## src/rtl/muldiv_sequencer_if.sv

```systemverilog
// Request/response bundle between the EX stage and the iterative MUL/DIV/REM unit.
interface muldiv_sequencer_if #(
    parameter int unsigned WIDTH     = 32,
    parameter int unsigned TAG_WIDTH = 5
);
    logic                 in_valid;
    logic                 in_ready;
    logic [1:0]           in_op;
    logic                 in_signed;
    logic [WIDTH-1:0]     in_a;
    logic [WIDTH-1:0]     in_b;
    logic [TAG_WIDTH-1:0] in_tag;
    logic                 out_valid;
    logic                 out_ready;
    logic [WIDTH-1:0]     out_result;
    logic [TAG_WIDTH-1:0] out_tag;

    // Requester side (pipeline).
    modport master (
        output in_valid, in_op, in_signed, in_a, in_b, in_tag, out_ready,
        input  in_ready, out_valid, out_result, out_tag
    );

    // Execution unit side.
    modport slave (
        input  in_valid, in_op, in_signed, in_a, in_b, in_tag, out_ready,
        output in_ready, out_valid, out_result, out_tag
    );
endinterface

```

## src/rtl/muldiv_sequencer.sv

```systemverilog
// Iterative shift-add multiplier / restoring divider with a one-op-at-a-time handshake.
module muldiv_sequencer #(
    parameter int unsigned WIDTH     = 32,
    parameter int unsigned TAG_WIDTH = 5
) (
    input  logic                 clk,
    input  logic                 reset,
    input  logic                 flush,
    muldiv_sequencer_if.slave    bus,
    output logic                 busy
);
    localparam int unsigned CntW = $clog2(WIDTH + 1);
    localparam logic [1:0] OpMul  = 2'd0;
    localparam logic [1:0] OpMulh = 2'd1;
    localparam logic [1:0] OpDiv  = 2'd2;
    localparam logic [1:0] OpRem  = 2'd3;
    localparam logic [WIDTH-1:0] MinNeg = {1'b1, {(WIDTH - 1){1'b0}}};

    typedef enum logic [2:0] {StIdle, StPrep, StCalc, StFixup, StDone} state_e;

    state_e               state_q, state_d;
    logic [1:0]           op_q, op_d;
    logic                 signed_q, signed_d;
    logic                 neg_q, neg_d;
    logic [WIDTH-1:0]     a_q, a_d;
    logic [WIDTH-1:0]     b_q, b_d;
    logic [TAG_WIDTH-1:0] tag_q, tag_d;
    logic [CntW-1:0]      cnt_q, cnt_d;
    // Multiply: {high partial, multiplier/low product}. Divide: low half holds the quotient.
    logic [2*WIDTH-1:0]   acc_q, acc_d;
    logic [WIDTH:0]       rem_q, rem_d;
    logic [WIDTH-1:0]     result_q, result_d;
    logic [TAG_WIDTH-1:0] out_tag_q, out_tag_d;

    logic                 a_neg, b_neg, div_zero, div_ovf, div_ge;
    logic [WIDTH-1:0]     a_mag, b_mag, quo_fix, rem_fix;
    logic [WIDTH:0]       mul_sum, div_shift, div_sub;
    logic [2*WIDTH-1:0]   prod_fix;

    // Next-state and datapath for every state of the sequencer.
    always_comb begin
        state_d   = state_q;
        op_d      = op_q;
        signed_d  = signed_q;
        neg_d     = neg_q;
        a_d       = a_q;
        b_d       = b_q;
        tag_d     = tag_q;
        cnt_d     = cnt_q;
        acc_d     = acc_q;
        rem_d     = rem_q;
        result_d  = result_q;
        out_tag_d = out_tag_q;

        a_neg    = signed_q & a_q[WIDTH-1];
        b_neg    = signed_q & b_q[WIDTH-1];
        a_mag    = a_neg ? -a_q : a_q;
        b_mag    = b_neg ? -b_q : b_q;
        div_zero = (b_q == '0);
        div_ovf  = signed_q && (a_q == MinNeg) && (b_q == '1);

        mul_sum   = {1'b0, acc_q[2*WIDTH-1:WIDTH]} + (acc_q[0] ? {1'b0, a_q} : '0);
        div_shift = (rem_q << 1) | (WIDTH + 1)'(acc_q[WIDTH-1]);
        div_ge    = (div_shift >= {1'b0, b_q});
        div_sub   = div_shift - {1'b0, b_q};

        // The sign is applied to the full product so MULH sees the borrow from the low half.
        prod_fix = neg_q ? -acc_q : acc_q;
        quo_fix  = neg_q ? -acc_q[WIDTH-1:0] : acc_q[WIDTH-1:0];
        rem_fix  = neg_q ? -rem_q[WIDTH-1:0] : rem_q[WIDTH-1:0];

        unique case (state_q)
            StIdle: begin
                if (bus.in_valid) begin
                    op_d     = bus.in_op;
                    signed_d = bus.in_signed;
                    a_d      = bus.in_a;
                    b_d      = bus.in_b;
                    tag_d    = bus.in_tag;
                    state_d  = StPrep;
                end
            end
            StPrep: begin
                neg_d = (op_q == OpRem) ? a_neg : (a_neg ^ b_neg);
                a_d   = a_mag;
                b_d   = b_mag;
                if (op_q[1] && div_zero) begin
                    result_d  = (op_q == OpDiv) ? '1 : a_q;
                    out_tag_d = tag_q;
                    state_d   = StDone;
                end else if (op_q[1] && div_ovf) begin
                    result_d  = (op_q == OpDiv) ? a_q : '0;
                    out_tag_d = tag_q;
                    state_d   = StDone;
                end else begin
                    cnt_d   = CntW'(WIDTH);
                    rem_d   = '0;
                    acc_d   = {{WIDTH{1'b0}}, (op_q[1] ? a_mag : b_mag)};
                    state_d = StCalc;
                end
            end
            StCalc: begin
                if (op_q[1]) begin
                    rem_d              = div_ge ? div_sub : div_shift;
                    acc_d[WIDTH-1:0]   = {acc_q[WIDTH-2:0], div_ge};
                end else begin
                    acc_d = {mul_sum, acc_q[WIDTH-1:1]};
                end
                cnt_d = cnt_q - CntW'(1);
                if (cnt_q == CntW'(1)) begin
                    state_d = StFixup;
                end
            end
            StFixup: begin
                unique case (op_q)
                    OpMul:   result_d = prod_fix[WIDTH-1:0];
                    OpMulh:  result_d = prod_fix[2*WIDTH-1:WIDTH];
                    OpDiv:   result_d = quo_fix;
                    OpRem:   result_d = rem_fix;
                    default: result_d = result_q;
                endcase
                out_tag_d = tag_q;
                state_d   = StDone;
            end
            StDone: begin
                if (bus.out_ready) begin
                    state_d = StIdle;
                end
            end
            default: state_d = StIdle;
        endcase

        // Abort beats everything except reset, including a same-edge accept.
        if (flush) begin
            state_d = StIdle;
        end
    end

    // All state, cleared by synchronous reset.
    always_ff @(posedge clk) begin
        if (reset) begin
            state_q   <= StIdle;
            op_q      <= '0;
            signed_q  <= 1'b0;
            neg_q     <= 1'b0;
            a_q       <= '0;
            b_q       <= '0;
            tag_q     <= '0;
            cnt_q     <= '0;
            acc_q     <= '0;
            rem_q     <= '0;
            result_q  <= '0;
            out_tag_q <= '0;
        end else begin
            state_q   <= state_d;
            op_q      <= op_d;
            signed_q  <= signed_d;
            neg_q     <= neg_d;
            a_q       <= a_d;
            b_q       <= b_d;
            tag_q     <= tag_d;
            cnt_q     <= cnt_d;
            acc_q     <= acc_d;
            rem_q     <= rem_d;
            result_q  <= result_d;
            out_tag_q <= out_tag_d;
        end
    end

    assign bus.in_ready   = (state_q == StIdle);
    assign bus.out_valid  = (state_q == StDone);
    assign bus.out_result = result_q;
    assign bus.out_tag    = out_tag_q;
    assign busy           = (state_q != StIdle);
endmodule

```

## src/flat_wrapper.sv

```systemverilog
// flat-port wrapper written by rule: the top's interface ports become plain ports
module muldiv_sequencer_flat 
#(
    parameter int unsigned WIDTH     = 32,
    parameter int unsigned TAG_WIDTH = 5
)
  (clk, reset, flush, busy, bus_in_valid, bus_in_op, bus_in_signed, bus_in_a, bus_in_b, bus_in_tag, bus_out_ready, bus_in_ready, bus_out_valid, bus_out_result, bus_out_tag);
  muldiv_sequencer_if #(.WIDTH(WIDTH), .TAG_WIDTH(TAG_WIDTH)) bus_i ();
  input  logic clk;
  input  logic reset;
  input  logic flush;
  output logic busy;
  input wire logic [$bits(bus_i.in_valid)-1:0] bus_in_valid;
  input wire logic [$bits(bus_i.in_op)-1:0] bus_in_op;
  input wire logic [$bits(bus_i.in_signed)-1:0] bus_in_signed;
  input wire logic [$bits(bus_i.in_a)-1:0] bus_in_a;
  input wire logic [$bits(bus_i.in_b)-1:0] bus_in_b;
  input wire logic [$bits(bus_i.in_tag)-1:0] bus_in_tag;
  input wire logic [$bits(bus_i.out_ready)-1:0] bus_out_ready;
  output wire logic [$bits(bus_i.in_ready)-1:0] bus_in_ready;
  output wire logic [$bits(bus_i.out_valid)-1:0] bus_out_valid;
  output wire logic [$bits(bus_i.out_result)-1:0] bus_out_result;
  output wire logic [$bits(bus_i.out_tag)-1:0] bus_out_tag;
  assign bus_i.in_valid = bus_in_valid;
  assign bus_i.in_op = bus_in_op;
  assign bus_i.in_signed = bus_in_signed;
  assign bus_i.in_a = bus_in_a;
  assign bus_i.in_b = bus_in_b;
  assign bus_i.in_tag = bus_in_tag;
  assign bus_i.out_ready = bus_out_ready;
  assign bus_in_ready = bus_i.in_ready;
  assign bus_out_valid = bus_i.out_valid;
  assign bus_out_result = bus_i.out_result;
  assign bus_out_tag = bus_i.out_tag;
  muldiv_sequencer #(.WIDTH(WIDTH), .TAG_WIDTH(TAG_WIDTH)) u_core (.clk(clk), .reset(reset), .flush(flush), .bus(bus_i), .busy(busy));
endmodule
```

## config.mk

```make
export PLATFORM = sky130hd
export DESIGN_NAME = muldiv_sequencer_flat
export DESIGN_NICKNAME = d
export VERILOG_FILES = /design/src/rtl/muldiv_sequencer_if.sv /design/src/rtl/muldiv_sequencer.sv /design/src/flat_wrapper.sv
export SDC_FILE = /design/constraint.sdc
export NUM_CORES = 1
export LEC_CHECK = 0
export ABC_AREA = 0
export CORE_MARGIN = 4
export CORE_UTILIZATION = 42
export DETAILED_ROUTE_END_ITERATION = 10
export PLACE_DENSITY = 0.61
export RECOVER_POWER = 100
export SYNTH_ARGS = -nofsm -noshare
export SYNTH_HDL_FRONTEND = slang
export SYNTH_SLANG_ARGS = --single-unit
```

## constraint.sdc

```tcl
create_clock -name clk -period 3.6 [get_ports clk]
set_input_delay 0.72 -clock clk [delete_from_list [all_inputs] [get_ports clk]]
set_output_delay 0.72 -clock clk [all_outputs]
set_load 0.01 [all_outputs]
```

==> results of run 1 <==
## layout by cell type, fill, tap and decap left out, types with 17 or more instances in the layout
master and n:
and2_1 37, nor3_1 99, mux2i_1 40, nor2b_1 17
a222oi_1 17, nand3_1 23, o31ai_1 27, a211oi_1 51
xor2_1 70, clkdlybuf4s50_1 75, a21oi_1 202, a21o_1 43
xnor2_1 108, nand4_1 23, o221ai_1 17, nand2_1 203
a31oi_1 23, clkbuf_16 27, ha_1 71, or3_1 26
a22oi_1 48, dfxtp_1 213, nor4_1 25, o21ai_0 143
or4_1 20, dlygate4sd3_1 40, o21ai_1 24, o211ai_1 17
buf_4 94, inv_1 55, nor2_1 277, o41ai_1 18
## worst max-delay path: stages, from the launching register on
cell and delay, ns:
dfxtp_1 0.44, or4_1 0.62, or3_4 0.38, or3_4 0.43, o21bai_1 0.29, or2_2 0.23
nand2_2 0.17, nor2_1 0.31, buf_4 0.28, a21oi_1 0.09, a21oi_1 0.14
## layer usage
metal	GRT usage, %	wire length, microns	vias to the layer above
li1	-	-	8621
met1	41.6	29600	9051
met2	47.6	31400	903
met3	4.19	5860	168
met4	13.3	3740	0
met5	0	0	-
## cell usage after synthesis (27+ instances only)
master,count
nor2_1,279
dfxtp_1,215
nand2_1,204
a21oi_1,201
clkbuf_1,139
o21ai_0,114
xnor2_1,108
nor3_1,98
ha_1,71
xor2_1,70
inv_1,55
o21ai_1,53
a211oi_1,51
a22oi_1,48
and2_1,44
a21o_1,43
mux2i_1,40
o31ai_1,27
## where the power goes
group / total [mW] / leakage, nW / switching (mW) / internal [mW]
registers: 2.61 / 1.75 / 0.145 / 2.46
logic: 1.39 / 5.58 / 0.858 / 0.531
clock network: 2.87 / 0.456 / 1.17 / 1.69
## state kept, by name (all words and copies together) (netlist names)
| signal | flops |
|---|---|
| u_core.neg_q | 1 |
| u_core.bus.out_tag | 5 |
| u_core.cnt_q | 6 |
| u_core.op_q | 2 |
| u_core.state_q | 3 |
| u_core.rem_q | 32 |
| u_core.a_q | 32 |
| u_core.tag_q | 5 |
| u_core.b_q | 32 |
| u_core.signed_q | 1 |
| u_core.acc_q | 64 |
| u_core.bus.out_result | 32 |
## area by class of cell
type,instances,share of cell area (%)
Clock buffer,42,4.07
Clock inverter,8,0.546
Inverter,56,1.05
Multi-Input combinational cell,1866,59.7
Sequential cell,215,21.6
Tap cell,525,3.29
Timing Repair Buffer,223,9.77
## per-stage QoR
step | std cells | power [mW] | util [%] | cell area (sq um)
5_1_grt | 2935 | 7.06 | 49.9 | 19900
3_3_place_gp | 2885 | 4.00 | 47.8 | 19100
6_report | 2935 | 6.86 | 49.9 | 19900
3_5_place_dp | 2885 | 4.01 | 47.8 | 19100
2_1_floorplan | 2307 | 3.46 | - | 17100
4_1_cts | 2935 | 6.87 | 50.1 | 20000
## cell families after synthesis
group	after synthesis	share of synthesized area, %
AOI/OAI and AO/OA	729	27.6
adders and majority gates	74	5.49
and+or+nand+nor	829	23.2
muxes	56	4.19
DFF	215	25.2
buffers and inverters	226	5.21
xor gates and xnor gates	178	9.12
## worst min path at each step
stage	start	to	cells past startpoint
CTS	u_core.bus.out_tag[1]$_SDFFE_PP0P_	u_core.bus.out_tag[1]$_SDFFE_PP0P_	2
finish	u_core.bus.out_tag[1]$_SDFFE_PP0P_	u_core.bus.out_tag[1]$_SDFFE_PP0P_	2
detailed placement	u_core.bus.out_tag[4]$_SDFFE_PP0P_	u_core.bus.out_tag[4]$_SDFFE_PP0P_	2
global route	u_core.bus.out_tag[4]$_SDFFE_PP0P_	u_core.bus.out_tag[4]$_SDFFE_PP0P_	2
floorplan	u_core.tag_q[0]$_SDFFE_PP0P_	u_core.bus.out_tag[0]$_SDFFE_PP0P_	2
global placement	u_core.tag_q[3]$_SDFFE_PP0P_	u_core.tag_q[3]$_SDFFE_PP0P_	2
==> impl_metrics.csv, run 1 <==
group,metric,value,unit
final_layout,syn2layout_area_growth,16.7,%
final_layout,nets,2539,
sta,finalHoldWorstSlack,0.449,ns
route,wl_per_cell,24.0,microns
synthesis,synth_flop_cell,"dfxtp_1",
sta,slew_headroom,-15.2,%
sta,setup-violations-final,0,
setup_path,crit_fanout,12,
hold_path,hp-class,"register to register",
synthesis,async_reset_ff_share,0,%
synthesis,synthTopCellsByArea,"dfxtp_1 (25%), nor2_1 (6.1%), a21oi_1 (5.9%)",
route,ant_nets,0,
clock_network,clkTransAtPathRegs,0.06,ns
floorplanning,die_area,44000,sq um
floorplanning,io_pins,117,
setup_path,reg2regPathDepth,10,
grt,antenna_found_initial,0,
floorplanning,die-width,210,microns
final_layout,multiInputGateArea,11900,sq um
synthesis,synth_cells,2307,
route,viasPerCell,6.39,
synthesis,ys_seq_area_share,25.2,%
flow_run,maxCapViolations,2,
grt,grt_pass1_wl,105,mm
synthesis,ys_warn_count,0,
clock_network,cts_max_path_buffers,3,
setup_path,worstSetupStartpointType,"register",
setup_path,arrival,3.98,ns
clock_network,cts.repair.resized,0,
final_layout,regArea,4310,sq um
setup_path,crit_type,"register to register",
clock_network,cts_setup_buffers,0,
clock_network,cts_buffers,27,
route,drc,0,
setup_path,worstSetupEndpointType,"register",
grt,grt.overflow.total,0,
outcome,status,"finished, violations left",
grt,grtUsageTotal,30.3,%
setup_path,required,4.10,ns
placed_design,dp_hpwl,53.2,mm
final_layout,diodes,0,
placed_design,post-place-ws,0.0776,ns
floorplanning,die_height,210,microns
setup_path,endpoint,"u_core.acc_q[63]$_SDFFE_PP0P_",
route,drt_iter0_drc,2224,
sta,fin_crit,3.48,ns
placed_design,gp_congestion,1.07,
final_layout,num-fill-cells,4031,
clock_network,cts_tree,"built",
sta,rsz0062_at_grt,"no",
sta,skew,0.0267,ns
floorplanning,start_util,42.7,%
sta,fin_setup_tns,0,ns
synthesis,syn_avg_cell_area,7.41,sq um
sta,fin_ws,0.121,ns
pwr,p_per_area,344,nW/um^2
route,dr.pass1.iters,8,
synthesis,synth_edf_count,0,
route,wl,70.6,mm
clock_network,cts_sinks,215,
grt,grt_pass1_vias,17200,
clock_network,cts_max_level,1,
placed_design,io_buffers,116,
sta,timing.fmax,0.287,GHz
setup_path,startpoint,"u_core.a_q[13]$_SDFFE_PP0P_",
final_layout,drive_gt1_share,7.93,%
synthesis,yosysUniqueCellTypes,91,
synthesis,syn_nets,2457,
floorplanning,rows,73,
clock_network,cts_hold_buffers,0,
setup_path,r2r-start,"u_core.a_q[13]$_SDFFE_PP0P_",
setup_path,r2r-end,"u_core.acc_q[63]$_SDFFE_PP0P_",
sta,worst_pin_slew,1.73,ns
sta,finalCritPeriodShare,96.6,%
route,num_vias,18700,
clock_network,cts_root_buf,"clkbuf_16",
floorplanning,fp.coreArea,40000,sq um
clock_network,worstSkewPairLatency,0.59,ns
grt,grt_max_degree,73,
pwr,p_leak,7.79,nW
synthesis,synth_top_area_share,25.2,%
sta,finalHoldViolations,0,
sta,slew_violations,103,
pwr,vdd_drop_max,0.382,mV
synthesis,ys_ff_latch,215,
synthesis,synth_area,17100,sq um
outcome,violations,"max-capacitance violations, max-slew violations",
setup_path,r2r_slack,0.12,ns
synthesis,synth_largest_area_cell,"dfxtp_1",
Note: power is estimated with default switching activity, not from simulation.
==> run 2: changes to the inputs <==
--- a/config.mk
+++ b/config.mk
@@ -9,7 +9,8 @@
 export CORE_MARGIN = 4
 export CORE_UTILIZATION = 42
 export DETAILED_ROUTE_END_ITERATION = 10
-export PLACE_DENSITY = 0.61
+export DONT_BUFFER_PORTS = 1
+export PLACE_DENSITY = 0.57
 export RECOVER_POWER = 100
 export SYNTH_ARGS = -nofsm -noshare
 export SYNTH_HDL_FRONTEND = slang
==> constraint.sdc (replaced) <==
create_clock -name clk -period 4.5 [get_ports clk]
set_input_delay 0.9 -clock clk [delete_from_list [all_inputs] [get_ports clk]]
set_output_delay 0.9 -clock clk [all_outputs]
set_load 0.01 [all_outputs]
==> run 2 against run 1 <==
Against the previous run: clock power decreased by 17%; cell area decreased by 7.6%; count of clock-buffer cells in the layout is 5 lower; final cell count fell by 5.7%; clock skew down 0.0079 ns; the flow now finishes without violations; sequential cell count stayed put; non-clock buffer count shrank 168; highest routed layer unchanged; combinational power down 32%; first-iteration DRC count shrank 13%; wire length down 2.3%.
==> impl_metrics.csv, run 2 (synthesis gave the netlist of run 1 again) <==
group,metric,value,unit
clock_network,cts.repair.resized,0,
sta,timing.fmax,0.247,GHz
flow_run,maxCapViolations,0,
floorplanning,io_pins,117,
clock_network,cts_max_level,1,
floorplanning,fp.coreArea,40000,sq um
final_layout,mostFrequentLayoutCell,"nor2_1",
route,dr.pass1.iters,8,
route,wl_per_cell,24.9,microns
setup_path,worstSetupStartpointType,"register",
clock_network,cts_root_buf,"clkbuf_16",
pwr,vdd_drop_max,0.310,mV
sta,worst_pin_slew,1.48,ns
floorplanning,start_util,42.7,%
setup_path,crit_type,"register to register",
clock_network,worstSkewPairLatency,0.57,ns
grt,grt_max_degree,158,
sta,fin_setup_tns,0,ns
clock_network,cts_sinks,215,
route,drt_iter0_drc,1943,
placed_design,gp_congestion,0.988,
setup_path,worstSetupEndpointType,"register",
sta,finalHoldViolations,0,
floorplanning,die-width,210,microns
sta,slew_headroom,1.29,%
final_layout,num-fill-cells,4157,
grt,grt_pass1_vias,16300,
floorplanning,die_area,44000,sq um
grt,grt_pass1_wl,103,mm
route,drc,0,
sta,fin_crit,4.05,ns
sta,finalCritPeriodShare,89.9,%
setup_path,slowest_stage,"or2_0",
final_layout,final_cell_mix,"nor2_1 (277), dfxtp_1 (212), nand2_1 (205), a21oi_1 (202), o21ai_0 (151)",
pwr,total_power,5.41,mW
sta,slew_violations,0,
final_layout,top_register,"u_core.acc_q",
setup_path,arrival,4.51,ns
setup_path,slowest_delay,0.74,ns
floorplanning,rows,73,
sta,setup-violations-final,0,
setup_path,required,4.96,ns
pwr,p_per_area,294,nW/um^2
grt,grtUsageTotal,29.8,%
clock_network,cts_tree,"built",
sta,skew,0.0188,ns
outcome,status,"completed",
placed_design,io_buffers,0,
clock_network,cts_setup_buffers,0,
grt,grt.overflow.total,0,
placed_design,dp_hpwl,52.1,mm
final_layout,largest_reg_flops,64,
final_layout,final_util,46.1,%
clock_network,clkTransAtPathRegs,0.06,ns
setup_path,crit_fanout,27,
pwr,p_leak,6.98,nW
clock_network,cts_max_path_buffers,3,
hold_path,hp-class,"primary input to register",
route,wl,69.0,mm
setup_path,path_cells,"or4_1 -> nor4b_1 -> and4_1 -> clkbuf_2 -> or2_0 -> o21ai_0 -> nor2_1 -> a21oi_1 -> a221oi_1",
route,viasPerCell,6.38,
final_layout,drive_gt1_share,6.11,%
route,ant_nets,0,
final_layout,syn2layout_area_growth,7.85,%
grt,antenna_found_initial,3,
route,num_vias,17700,
clock_network,cts_buffers,27,
clock_network,cts_hold_buffers,0,
sta,rsz0062_at_grt,"no",
final_layout,nets,2371,
floorplanning,die_height,210,microns
[run 2: changes by cell type in the layout (fill, tap and decap cells not counted), moves of 3 or more]
cell,before,now
buf_4,94,45
clkbuf_1,10,7
and2_0,7,4
clkbuf_4,4,0
o21ai_1,24,16
dlygate4sd3_1,40,0
o21ai_0,143,151
clkdlybuf4s50_1,75,0
clkbuf_8,8,5
and2_1,37,41
[run 2: worst paths after layout]
check / from / endpoint / slack, ns / depth (start not counted)
worst max register to register: u_core.b_q[12]$_SDFFE_PP0P_ / u_core.bus.out_result[30]$_SDFFE_PP0P_ / 0.45 / 9
worst max-delay path: u_core.b_q[12]$_SDFFE_PP0P_ / u_core.bus.out_result[30]$_SDFFE_PP0P_ / 0.45 / 9
worst min register to register: u_core.tag_q[1]$_SDFFE_PP0P_ / u_core.tag_q[1]$_SDFFE_PP0P_ / 0.46 / 2
worst min-delay path: flush / u_core.state_q[2]$_SDFFE_PP0P_ / 0.40 / 1
[run 2: per-layer routing]
layer	track usage (%)	vias up	wire, microns
met3	5.40	145	5620
met2	47.2	777	30900
li1	-	8288	-
met4	11.2	0	2900
met1	40.5	8452	29600
met5	0	-	0
[run 2: metrics by stage]
step           area [sq um]  setup slack, ns  instances  hold WS [ns]
3_3_place_gp          17500            0.914       2717         0.444
3_5_place_dp          17500            0.839       2717         0.450
4_1_cts               18500            0.800       2766         0.389
2_1_floorplan         17100             1.46       2307         0.437
5_1_grt               18400            0.287       2767         0.406
6_report              18400            0.452       2767         0.404
[run 2: power breakdown]
part           switching [mW]  leakage, nW  total [mW]  internal (mW)
combinational           0.604         4.76       0.943          0.340
sequential              0.127         1.75        2.10           1.97
clock                   0.927        0.467        2.37           1.45
[run 2: cell type report]
cell class / count / area, sq um / share of cell area, %
Antenna cell: 1 / 2.50 / 0.0136
Clock buffer: 37 / 785 / 4.26
Clock inverter: 12 / 173 / 0.937
Inverter: 56 / 210 / 1.14
Multi-Input combinational cell: 1866 / 11900 / 64.5
Sequential cell: 215 / 4310 / 23.4
Tap cell: 525 / 657 / 3.56
Timing Repair Buffer: 55 / 399 / 2.17
[run 2: critical path, delay by kind of cell, from the launching register on]
kind / cells / cell delay (ns)
and+or+nand+nor: 5 / 2.46
DFF: 1 / 0.40
AOI/OAI and AO/OA: 3 / 0.57
buffers and inverters: 1 / 0.51
==> run 3: changes to the inputs <==
--- a/config.mk
+++ b/config.mk
@@ -7,10 +7,10 @@
 export LEC_CHECK = 0
 export ABC_AREA = 0
 export CORE_MARGIN = 4
-export CORE_UTILIZATION = 42
+export CORE_UTILIZATION = 50
 export DETAILED_ROUTE_END_ITERATION = 10
 export DONT_BUFFER_PORTS = 1
-export PLACE_DENSITY = 0.57
+export PLACE_DENSITY = 0.68
 export RECOVER_POWER = 100
 export SYNTH_ARGS = -nofsm -noshare
 export SYNTH_HDL_FRONTEND = slang
==> constraint.sdc (replaced) <==
create_clock -name clk -period 3.7 [get_ports clk]
set_input_delay 0.74 -clock clk [delete_from_list [all_inputs] [get_ports clk]]
set_output_delay 0.74 -clock clk [all_outputs]
set_load 0.01 [all_outputs]
==> run 3 against run 2 <==
Against the previous run: the flow now finishes with violations (max-capacitance violations, max-slew violations); core utilization rose by 9.3 points; sequential cell count did not move; final cell count fell by 1.1%; non-clock buffer count rose by 50; maximum frequency rose by 14%; largest cell class unchanged.
==> impl_metrics.csv, run 3 (synthesis gave the netlist of run 1 again) <==
group,metric,value,unit
route,viasPerCell,6.64,
pwr,p_leak,7.17,nW
route,drt_iter0_drc,2368,
final_layout,mostFrequentLayoutCell,"nor2_1",
final_layout,syn2layout_area_growth,8.84,%
final_layout,top_register,"u_core.acc_q",
sta,fin_setup_tns,0,ns
placed_design,io_buffers,0,
clock_network,worstSkewPairLatency,0.57,ns
sta,finalCritPeriodShare,95.8,%
clock_network,cts_max_level,1,
route,ant_nets,0,
clock_network,clkTransAtPathRegs,0.06,ns
pwr,vdd_drop_max,0.382,mV
route,drc,0,
grt,grtUsageMet2,53.7,%
setup_path,required,4.11,ns
setup_path,reg2regPathDepth,10,
sta,rsz0062_at_grt,"no",
hold_path,hold_end,"u_core.op_q[1]$_SDFFE_PP0P_",
grt,top_usage_layer,"met2",
hold_path,hp-class,"primary input to register",
sta,worst_pin_slew,1.66,ns
floorplanning,rows,67,
grt,grtUsageTotal,35.8,%
setup_path,crit_type,"register to register",
route,wl_per_cell,25.2,microns
final_layout,drive_gt1_share,7.87,%
grt,use_met3,7.27,%
route,wl,68.9,mm
clock_network,cts_root_buf,"clkbuf_16",
setup_path,worstSetupStartpointType,"register",
grt,grt_max_degree,158,
clock_network,cts_tree,"built",
sta,slew_headroom,-10.5,%
grt,grt_pass1_wl,103,mm
floorplanning,die_area,37200,sq um
floorplanning,io_pins,117,
clock_network,cts_max_path_buffers,3,
grt,grt.overflow.total,0,
setup_path,r2r-start,"u_core.acc_q[0]$_SDFFE_PP0P_",
sta,finalHoldViolations,0,
final_layout,nets,2420,
sta,setup-violations-final,0,
floorplanning,die_height,193,microns
grt,antenna_found_initial,1,
setup_path,arrival,3.96,ns
final_layout,largest_reg_flops,64,
placed_design,gp_congestion,1.01,
outcome,violations,"max-capacitance violations, max-slew violations",
route,dr.pass1.iters,6,
sta,fin_crit,3.55,ns
floorplanning,die-width,193,microns
hold_path,hp-start,"reset",
setup_path,r2r-end,"u_core.bus.out_result[25]$_SDFFE_PP0P_",
pwr,p_per_area,338,nW/um^2
placed_design,dp_hpwl,51.7,mm
final_layout,final_util,55.3,%
setup_path,r2r_slack,0.15,ns
sta,timing.fmax,0.282,GHz
outcome,status,"finished, violations left",
clock_network,cts_sinks,215,
grt,grt_pass1_vias,16600,
sta,skew,0.0352,ns
sta,slew_violations,73,
route,num_vias,18200,
final_layout,final_cell_mix,"nor2_1 (277), dfxtp_1 (213), nand2_1 (203), a21oi_1 (201), o21ai_0 (145)",
flow_run,maxCapViolations,1,
setup_path,crit_fanout,10,
floorplanning,start_util,50.8,%
clock_network,cts_buffers,26,
grt,grt_util_met1,49.5,%
hold_path,holdPathStages,1,
setup_path,worstSetupEndpointType,"register",
floorplanning,fp.coreArea,33600,sq um
==> run 3: worst max-delay path, stage by stage, from the launching register on <==
cell and delay, ns:
dfxtp_1 0.32, buf_4 0.16, or4_1 0.54, or4_4 0.47, nand4bb_1 0.21, clkbuf_2 0.24, o41ai_1 0.42, xor2_1 0.29
o221ai_1 0.19, a311oi_1 0.45, a311oi_1 0.09
==> run 3: worst max-delay path by stage <==
stage / from / end / slack (ns)
detailed placement: u_core.a_q[0]$_SDFFE_PP0P_ / u_core.acc_q[63]$_SDFFE_PP0P_ / 0.17
global placement: u_core.a_q[0]$_SDFFE_PP0P_ / u_core.acc_q[63]$_SDFFE_PP0P_ / 0.26
global route: u_core.b_q[26]$_SDFFE_PP0P_ / u_core.acc_q[0]$_SDFFE_PP0P_ / 0.02
CTS: u_core.a_q[0]$_SDFFE_PP0P_ / u_core.acc_q[63]$_SDFFE_PP0P_ / 0.14
floorplan: u_core.acc_q[31]$_SDFFE_PP0P_ / u_core.rem_q[30]$_SDFFE_PP0P_ / 0.66
finish: u_core.acc_q[0]$_SDFFE_PP0P_ / u_core.bus.out_result[25]$_SDFFE_PP0P_ / 0.15
==> run 3: metrics by stage <==
| step | area, sq um | hold slack (ns) | power, mW | worst slack (ns) | std cells |
|---|---|---|---|---|---|
| after floorplan | 17100 | 0.437 | 3.36 | 0.659 | 2307 |
| after global placement | 17800 | 0.437 | 3.71 | 0.259 | 2690 |
| after detailed placement | 17800 | 0.442 | 3.73 | 0.165 | 2690 |
| after CTS | 18600 | 0.234 | 6.26 | 0.143 | 2735 |
| after global routing | 18600 | 0.230 | 6.48 | 0.0219 | 2736 |
| final | 18600 | 0.239 | 6.29 | 0.154 | 2736 |
==> run 3: final cells by class <==
cell class	count	area, sq um
multi-input cells	1866	11900
repair buffers	105	782
inverters	56	210
clock buffers	42	771
diodes	1	2.50
fillers	3283	15000
clock inverters	3	65.1
well taps	448	561
flip-flops and latches	215	4310
==> run 3: power breakdown <==
group / internal, mW / total, mW / switching [mW]
Clock: 1.49 / 2.57 / 1.08
Sequential: 2.40 / 2.54 / 0.143
Combinational: 0.426 / 1.18 / 0.756
==> run 3: timing repair <==
item / in CTS / in global routing
setup buffers: 0 / 0
setup endpoints to repair: 0 / 2
hold buffers: 0 / 0
resized for setup: 0 / 2
==> run 3: per-layer routing <==
| layer | share of wire (%) | wire [microns] | up-vias |
|---|---|---|---|
| met5 | 0 | 0 | - |
| met4 | 5.6 | 3820 | 0 |
| met3 | 11 | 7540 | 186 |
| met2 | 43 | 29400 | 1039 |
| met1 | 41 | 28100 | 8581 |
| li1 | - | - | 8368 |
